===== config.mk =====
export PLATFORM = sky130hd
export DESIGN_NAME = fifo_rd_packer
export DESIGN_NICKNAME = d
export VERILOG_FILES = /design/src/rtl/fifo_rd_packer.sv
export SDC_FILE = /design/constraint.sdc
export NUM_CORES = 1
export LEC_CHECK = 0
export BUFFER_PORTS_ARGS = -buffer_cell sky130_fd_sc_hd__buf_2
export CAP_MARGIN = 20
export CORE_MARGIN = 2
export CORE_UTILIZATION = 49
export DETAILED_ROUTE_END_ITERATION = 8
export GPL_TIMING_DRIVEN = 0
export PLACE_DENSITY = 0.7
export SYNTH_ARGS = -nofsm -noshare
export SYNTH_HDL_FRONTEND = slang
export SYNTH_SLANG_ARGS = --single-unit

===== constraint.sdc =====
create_clock -name clock -period 1.95 [get_ports clock]
set_input_delay 0.195 -clock clock [delete_from_list [all_inputs] [get_ports clock]]
set_output_delay 0.195 -clock clock [all_outputs]
set_load 0.02 [all_outputs]

===== src/rtl/fifo_rd_packer.sv =====
// fifo_rd_packer: read-side consumer for the dual-clock FIFO, read clock domain only.
// Drains WIDTH-bit entries via rd/empty/din and packs RATIO of them into one word
// presented on a valid/ready stream. A flush emits a partial word with its count.
//
// Stream handshake: a word is transferred downstream at a rising clock edge where
// valid=1 and ready=1. Once valid rises, dout/dcount hold steady and valid stays
// high until that edge. ready may toggle freely and has no effect while valid=0.
module fifo_rd_packer #(
  parameter int WIDTH = 8,
  parameter int RATIO = 4,
  parameter int CNT_W = $clog2(RATIO) + 1
) (
  input  logic                   clock,
  input  logic                   reset,
  input  logic                   empty,
  output logic                   rd,
  input  logic [WIDTH-1:0]       din,
  input  logic                   flush,
  output logic [WIDTH*RATIO-1:0] dout,
  output logic [CNT_W-1:0]       dcount,
  output logic                   valid,
  input  logic                   ready
);

  localparam int OW = WIDTH * RATIO;
  localparam logic [CNT_W-1:0] CNT_FULL = CNT_W'(RATIO);
  localparam logic [CNT_W-1:0] CNT_LAST = CNT_W'(RATIO - 1);
  localparam logic [CNT_W:0]   FILL_MAX = (CNT_W + 1)'(RATIO);

  // pend: a read was accepted at the last edge, its entry is on din now
  logic             pend;
  logic             flush_pend;
  logic [CNT_W-1:0] cnt;
  logic [OW-1:0]    asm_q;

  logic [OW-1:0]    asm_merged;
  logic [CNT_W:0]   fill;
  logic             slot_free;
  logic             xfer_full;
  logic             xfer_part;
  logic             xfer;
  logic             flush_done;

  // Assembly contents with the entry on din (if any) dropped into lane cnt
  always_comb begin
    asm_merged = asm_q;
    for (int i = 0; i < RATIO; i++) begin
      if (pend && (cnt == CNT_W'(i))) begin
        asm_merged[i*WIDTH +: WIDTH] = din;
      end
    end
  end

  // Transfer decisions for this edge and the FIFO read request
  always_comb begin
    slot_free  = !valid || ready;
    fill       = {1'b0, cnt} + {{CNT_W{1'b0}}, pend};
    // A full word moves out either from a completed assembly or directly as the
    // captured entry completes it; the invariant cnt+pend <= RATIO means a
    // completed assembly never has a read in flight.
    xfer_full  = slot_free && ((cnt == CNT_FULL) || (pend && (cnt == CNT_LAST)));
    // Partial words leave only once the last in-flight read has landed
    xfer_part  = slot_free && flush_pend && !pend &&
                 (cnt != '0) && (cnt != CNT_FULL);
    xfer       = xfer_full || xfer_part;
    flush_done = flush_pend && !pend && ((cnt == '0) || xfer_part);
    // After this edge the assembly holds fill entries, minus RATIO if a full
    // word leaves; read only if there is room for one more.
    rd         = !reset && !empty && !flush_pend &&
                 (xfer_full || (fill < FILL_MAX));
  end

  // Read tracking, word assembly, output register and flush bookkeeping
  always_ff @(posedge clock) begin
    if (reset) begin
      pend       <= 1'b0;
      flush_pend <= 1'b0;
      cnt        <= '0;
      asm_q      <= '0;
      dout       <= '0;
      dcount     <= '0;
      valid      <= 1'b0;
    end else begin
      pend <= rd;

      if (xfer) begin
        dout   <= asm_merged;
        dcount <= xfer_full ? CNT_FULL : cnt;
        valid  <= 1'b1;
        asm_q  <= '0;
        cnt    <= '0;
      end else begin
        if (ready) begin
          valid <= 1'b0;
        end
        if (pend) begin
          asm_q <= asm_merged;
          cnt   <= cnt + 1'b1;
        end
      end

      // A second flush while one is outstanding is absorbed
      if (flush_done) begin
        flush_pend <= 1'b0;
      end else if (flush) begin
        flush_pend <= 1'b1;
      end
    end
  end

endmodule


==> impl_metrics.tcl, run 1 <==
set metrics [dict create \
    status "finished, final reports clean" \
    routed_wl_um 6230 \
    synthTopCellsByArea "dfxtp_1 53%, mux2i_1 12%, nor2_1 9.4%" \
    slew_headroom_pct 55.0 \
    cp_num_cells 8 \
    clk_pin_slew_ps 80 \
    slew_viol_final 0 \
    worst_pin_slew_ps 675 \
    syn2layout_area_growth_pct 31.0 \
    min_period_ps 1940 \
    dieArea_um2 6300 \
    ys_seq_area_share_pct 52.5 \
    synth_area_per_cell_um2 10.5 \
    finalSetupTns_ps 0 \
    drcViolationCount 0 \
    drv_cap 0 \
    drt-pass1-iter-count 4 \
    numCtsBuffers 9 \
    synth_nets 282 \
    slowest_stage "or3b_4" \
    yosys.area_share.adder_pct 2.25 \
    port_buffers 49 \
    p_per_area_nw_per_um2 1000 \
    reg2reg_depth 8 \
    layout-drive-gt1-share_pct 40.4 \
    dpl-instance-area_um2 3120 \
    cellLeakagePower_nw 1.68 \
    synth_edf_count 0 \
    grt_pass1_wl_um 9720 \
    n_antenna_cell 0 \
    yosysWarnings 0 \
    finalPower_mw 3.65 \
    cts_root_buffer "clkbuf_8" \
    path_buf_inv 3 \
    gp_congestion 0.751 \
    synth_compound_area_share_pct 14.7 \
    design_area_um2 3640 \
    synth_xor_area_share_pct 0.315 \
    antenna_found_initial 0 \
    synth_mux_area_share_pct 11.9 \
    ant_nets 0 \
    synth_top_family_by_area "compound AO/OA/AOI/OAI gates" \
    fin_skew_ps 9.33 \
    finalHoldViolCount 0 \
    ys.flop_type "dfxtp_1" \
    dp_hpwl_um 4010 \
    crit_required_ps 2220 \
    cts_sinks 73 \
    worstPathCellList "inv_2 -> ha_4 -> or3b_4 -> a31oi_4 -> buf_8 -> clkbuf_16 -> nor2_2 -> a211oi_2" \
    cp.arrival_ps 2210 \
    postSynthCellCount 264 \
    cpPeakStageDelay_ps 420 \
    synth.distinct_cells 24 \
    crit_type "flop to flop" \
    layout.nets 353 \
    synth_commonest_cells "73 x dfxtp_1, 70 x nor2_1, 33 x mux2i_1, 20 x a211oi_2, 13 x a211oi_1" \
    rsz0062_at_grt "yes" \
    core_area_um2 5510 \
    synth.largest_area_cell "dfxtp_1" \
    dieWidth_um 79.4 \
    synth_top_cell_area_share_pct 52.5 \
    htree_levels 3 \
    ir_drop_mv 0.537 \
    hp-class "input port to flop" \
    synth-simple-area-share_pct 13.5 \
    overflow 0 \
    synth_seq_cells 73 \
    pin_count 50 \
    syn_area_um2 2780 \
    timing.final.crit_share_pct 99.6 \
    rows 27 \
    wl_per_cell_um 15.2 \
    cts_tree "done" \
    hold_path_depth 2 \
    grt_pass1_vias 1943 \
    synth_most_common_cell "dfxtp_1" \
    worstSetupEndpointType "flop" \
    async_flop_share_pct 0 \
    postLayoutCoreUtil_pct 66.2 \
    cts_max_path_buffers 2 \
    path_delay_family "simple AND/OR/NAND/NOR gates" \
    viasPerCell 5.12 \
    clk_latency_ps 340 \
    vias 2106 \
    initial_core_util_pct 50.5 \
    final-setup-viol-count 0 \
    fp.dieH_um 79.4 \
    max_freq_mhz 515 \
    start_kind "flop" \
    grt_max_degree 13 \
    critPathMaxFanout 6 \
    drt_iter0_markers 75 \
    grt_usage_pct 20.6 \
]
## kinds of logic after synthesis
family                     after synthesis
xor gates and xnor gates                 1
adders and majority gates                5
buffers and inverters                   21
AOI/OAI and AO/OA                       41
muxes                                   33
and+or+nand+nor                         90
DFF                                     73
## path summary, 6_finish.rpt
path                          start                      to  slack [ps]
max             cnt[1]$_SDFFE_PP0P_   dout[19]$_SDFFE_PP0P_           8
min                           empty         pend$_SDFF_PP0_          40
max reg2reg     cnt[1]$_SDFFE_PP0P_   dout[19]$_SDFFE_PP0P_           8
min reg2reg  asm_q[24]$_SDFFE_PP0P_  asm_q[24]$_SDFFE_PP0P_         500
## timing repair
action	in CTS	in global routing
pin swaps	3	28
gates cloned	0	3
gates resized for setup	11	40
hold buffers	0	0
endpoints found under the setup margin	63	63
buffers inserted	4	5
## layer usage
| metal | wire [um] | share of wire (%) | GRT usage [%] |
|---|---|---|---|
| met5 | 0 | 0 | 0 |
| met2 | 2920 | 47 | 31.1 |
| met1 | 2970 | 48 | 28.0 |
| met4 | 91 | 1.5 | 9.48 |
| met3 | 249 | 4.0 | 4.89 |
## state kept, by name, summed over array words and instances, names as in the netlist
signal / cells
asm_q: 32
cnt: 3
dcount: 3
dout: 32
flush_pend: 1
pend: 1
valid: 1
## area by class of cell
class	instances	area, um2
fill	438	1860
timing repair buffer	61	394
tap	72	90.1
multi-input combinational	170	1280
sequential	73	1470
inverter	4	17.5
clock buffer	10	138
clock inverter	5	78.8
buffer	16	174
## power breakdown
group | switching [mW] | internal, mW | total [mW] | leakage [nW]
Combinational | 0.411 | 0.302 | 0.712 | 0.977
Clock | 0.549 | 0.748 | 1.30 | 0.113
Sequential | 0.0548 | 1.59 | 1.64 | 0.594
## layout by cell type (no fill, tap or decap), drive strengths merged, types with 2 or more instances in the layout
master / count
a211oi: 33
a21oi: 6
buf: 69
bufinv: 2
clkbuf: 18
clkinv: 2
dfxtp: 73
ha: 5
inv: 5
mux2i: 33
nand2: 5
nor2: 70
nor2b: 3
nor3: 5
nor4: 2
or2: 2
## through the flow
stage	setup WS (ps)	hold slack, ps	instances
global placement	-139	388	385
floorplan	56.1	274	264
finish	8.23	42.5	411
global route	-50.1	54.4	411
detailed placement	-158	405	385
CTS	6.85	38.3	403
(Power assumes the default switching activity.)
==> inputs of run 2 (changes only) <==
--- a/config.mk
+++ b/config.mk
@@ -7,6 +7,7 @@
 export LEC_CHECK = 0
 export BUFFER_PORTS_ARGS = -buffer_cell sky130_fd_sc_hd__buf_2
 export CAP_MARGIN = 20
+export CORE_ASPECT_RATIO = 1.25
 export CORE_MARGIN = 2
 export CORE_UTILIZATION = 49
 export DETAILED_ROUTE_END_ITERATION = 8
==> impl_metrics.tcl, run 2 (same netlist as run 1, synthesis figures left out) <==
set metrics [dict create \
    slowest_stage "or3b_4" \
    layout-drive-gt1-share_pct 35.5 \
    clk_latency_ps 330 \
    wl_per_cell_um 15.3 \
    path_buf_inv 3 \
    finalHoldViolCount 0 \
    cellLeakagePower_nw 1.60 \
    whs_ps 40.2 \
    n_antenna_cell 0 \
    holdBufCountCts 0 \
    initial_core_util_pct 51.1 \
    htree_levels 3 \
    cpPeakStageDelay_ps 420 \
    finalSetupTns_ps 0 \
    grt_max_degree 14 \
    syn2layout_area_growth_pct 24.0 \
    cts_tree "done" \
    core_area_um2 5440 \
    final_common_cell "dfxtp_1" \
    cp.arrival_ps 2120 \
    routed_wl_um 6100 \
    fp.dieH_um 88.3 \
    fin_skew_ps 9.03 \
    grt_pass1_vias 1978 \
    clk_pin_slew_ps 80 \
    ir_drop_mv 0.616 \
    p_per_area_nw_per_um2 1040 \
    max_freq_mhz 537 \
    finalPower_mw 3.59 \
    pin_count 50 \
    rows 30 \
    grt_pass1_wl_um 9670 \
    vias 2107 \
    worstPathCellList "inv_2 -> ha_4 -> or3b_4 -> a31oi_4 -> buf_2 -> buf_4 -> nor2_1 -> a211oi_1" \
    viasPerCell 5.28 \
    slew_headroom_pct 52.4 \
    slew_viol_final 0 \
    antenna_found_initial 0 \
    fill_cells 442 \
    reg2reg_slack_ps 90 \
    numCtsBuffers 9 \
    final_cell_mix "71 x dfxtp_1, 70 x nor2_1, 50 x buf_2, 33 x mux2i_1, 20 x a211oi_2" \
    final-setup-viol-count 0 \
    dpl-instance-area_um2 3110 \
    dieWidth_um 71.4 \
    gp_congestion 0.814 \
    ant_nets 0 \
    design_area_um2 3450 \
    hp-class "input port to flop" \
    status "finished, final reports clean" \
    cts_max_path_buffers 2 \
    drt_iter0_markers 127 \
    drv_cap 0 \
    start_kind "flop" \
    path_delay_family "simple AND/OR/NAND/NOR gates" \
    register_area_um2 1470 \
    port_buffers 49 \
    overflow 0 \
    critPathMaxFanout 4 \
    crit_required_ps 2200 \
    min_period_ps 1860 \
    timing.final.crit_share_pct 95.5 \
    rsz0062_at_grt "yes" \
    grt_usage_pct 20.4 \
    worstSetupEndpointType "flop" \
    worst_pin_slew_ps 713 \
    layout.nets 348 \
    stdcell_count 399 \
    dp.cells 377 \
    drcViolationCount 0 \
    reg_top3 "asm_q x32, dout x32" \
    drt-pass1-iter-count 4 \
    dieArea_um2 6300 \
    cts_sinks 73 \
    dp_hpwl_um 4100 \
    cts_root_buffer "clkbuf_8" \
    multi_input_area_um2 1230 \
    crit_type "flop to flop" \
]
[run 2: changes by cell type in the layout (fill, tap and decap cells not counted), sizes merged]
cell	previous run	this run
clkbuf	18	15
buf	69	67
clkinvlp	0	1
[run 2: final timing paths]
kind	startpoint	end	cells past startpoint
max	cnt[0]$_SDFFE_PP0P_	dout[3]$_SDFFE_PP0P_	8
min	empty	pend$_SDFF_PP0_	2
max reg2reg	cnt[0]$_SDFFE_PP0P_	dout[3]$_SDFFE_PP0P_	8
min reg2reg	asm_q[27]$_SDFFE_PP0P_	asm_q[27]$_SDFFE_PP0P_	2
[run 2: layout make-up]
| type | count | area share, % |
|---|---|---|
| Clock buffer | 10 | 3.99 |
| Buffer | 16 | 3.84 |
| Multi-Input combinational cell | 170 | 35.7 |
| Clock inverter | 6 | 2.61 |
| Tap cell | 64 | 2.32 |
| Sequential cell | 73 | 42.6 |
| Timing Repair Buffer | 56 | 8.56 |
| Inverter | 4 | 0.435 |
[run 2: what timing repair did]
item                       in CTS  in global routing
pin swaps                       3                  4
gates resized for setup        12                  9
cloned                          1                  0
setup buffers                   4                  2
setup endpoints to repair      69                 54
[run 2: report_power, final]
| group | internal (mW) | switching [mW] | leakage (nW) |
|---|---|---|---|
| clock | 0.760 | 0.569 | 0.113 |
| sequential | 1.59 | 0.0488 | 0.594 |
| combinational | 0.243 | 0.382 | 0.898 |
| total | 2.59 | 0.999 | 1.60 |
[run 2: metal layers]
| metal | vias to the layer above | part of all wire [%] | track usage, % |
|---|---|---|---|
| met5 | - | 0 | 0 |
| li1 | 1045 | - | - |
| met4 | 0 | 2.4 | 10.5 |
| met2 | 54 | 50 | 31.6 |
| met1 | 998 | 45 | 26.4 |
| met3 | 10 | 3.3 | 5.13 |
[run 2: per-stage QoR]
stage	util, %	setup WS, ps
after floorplan	-	56.1
after global placement	57.2	-167
after detailed placement	57.2	-211
after CTS	62.7	28.1
after global routing	63.4	-5.70
final	63.4	87.4
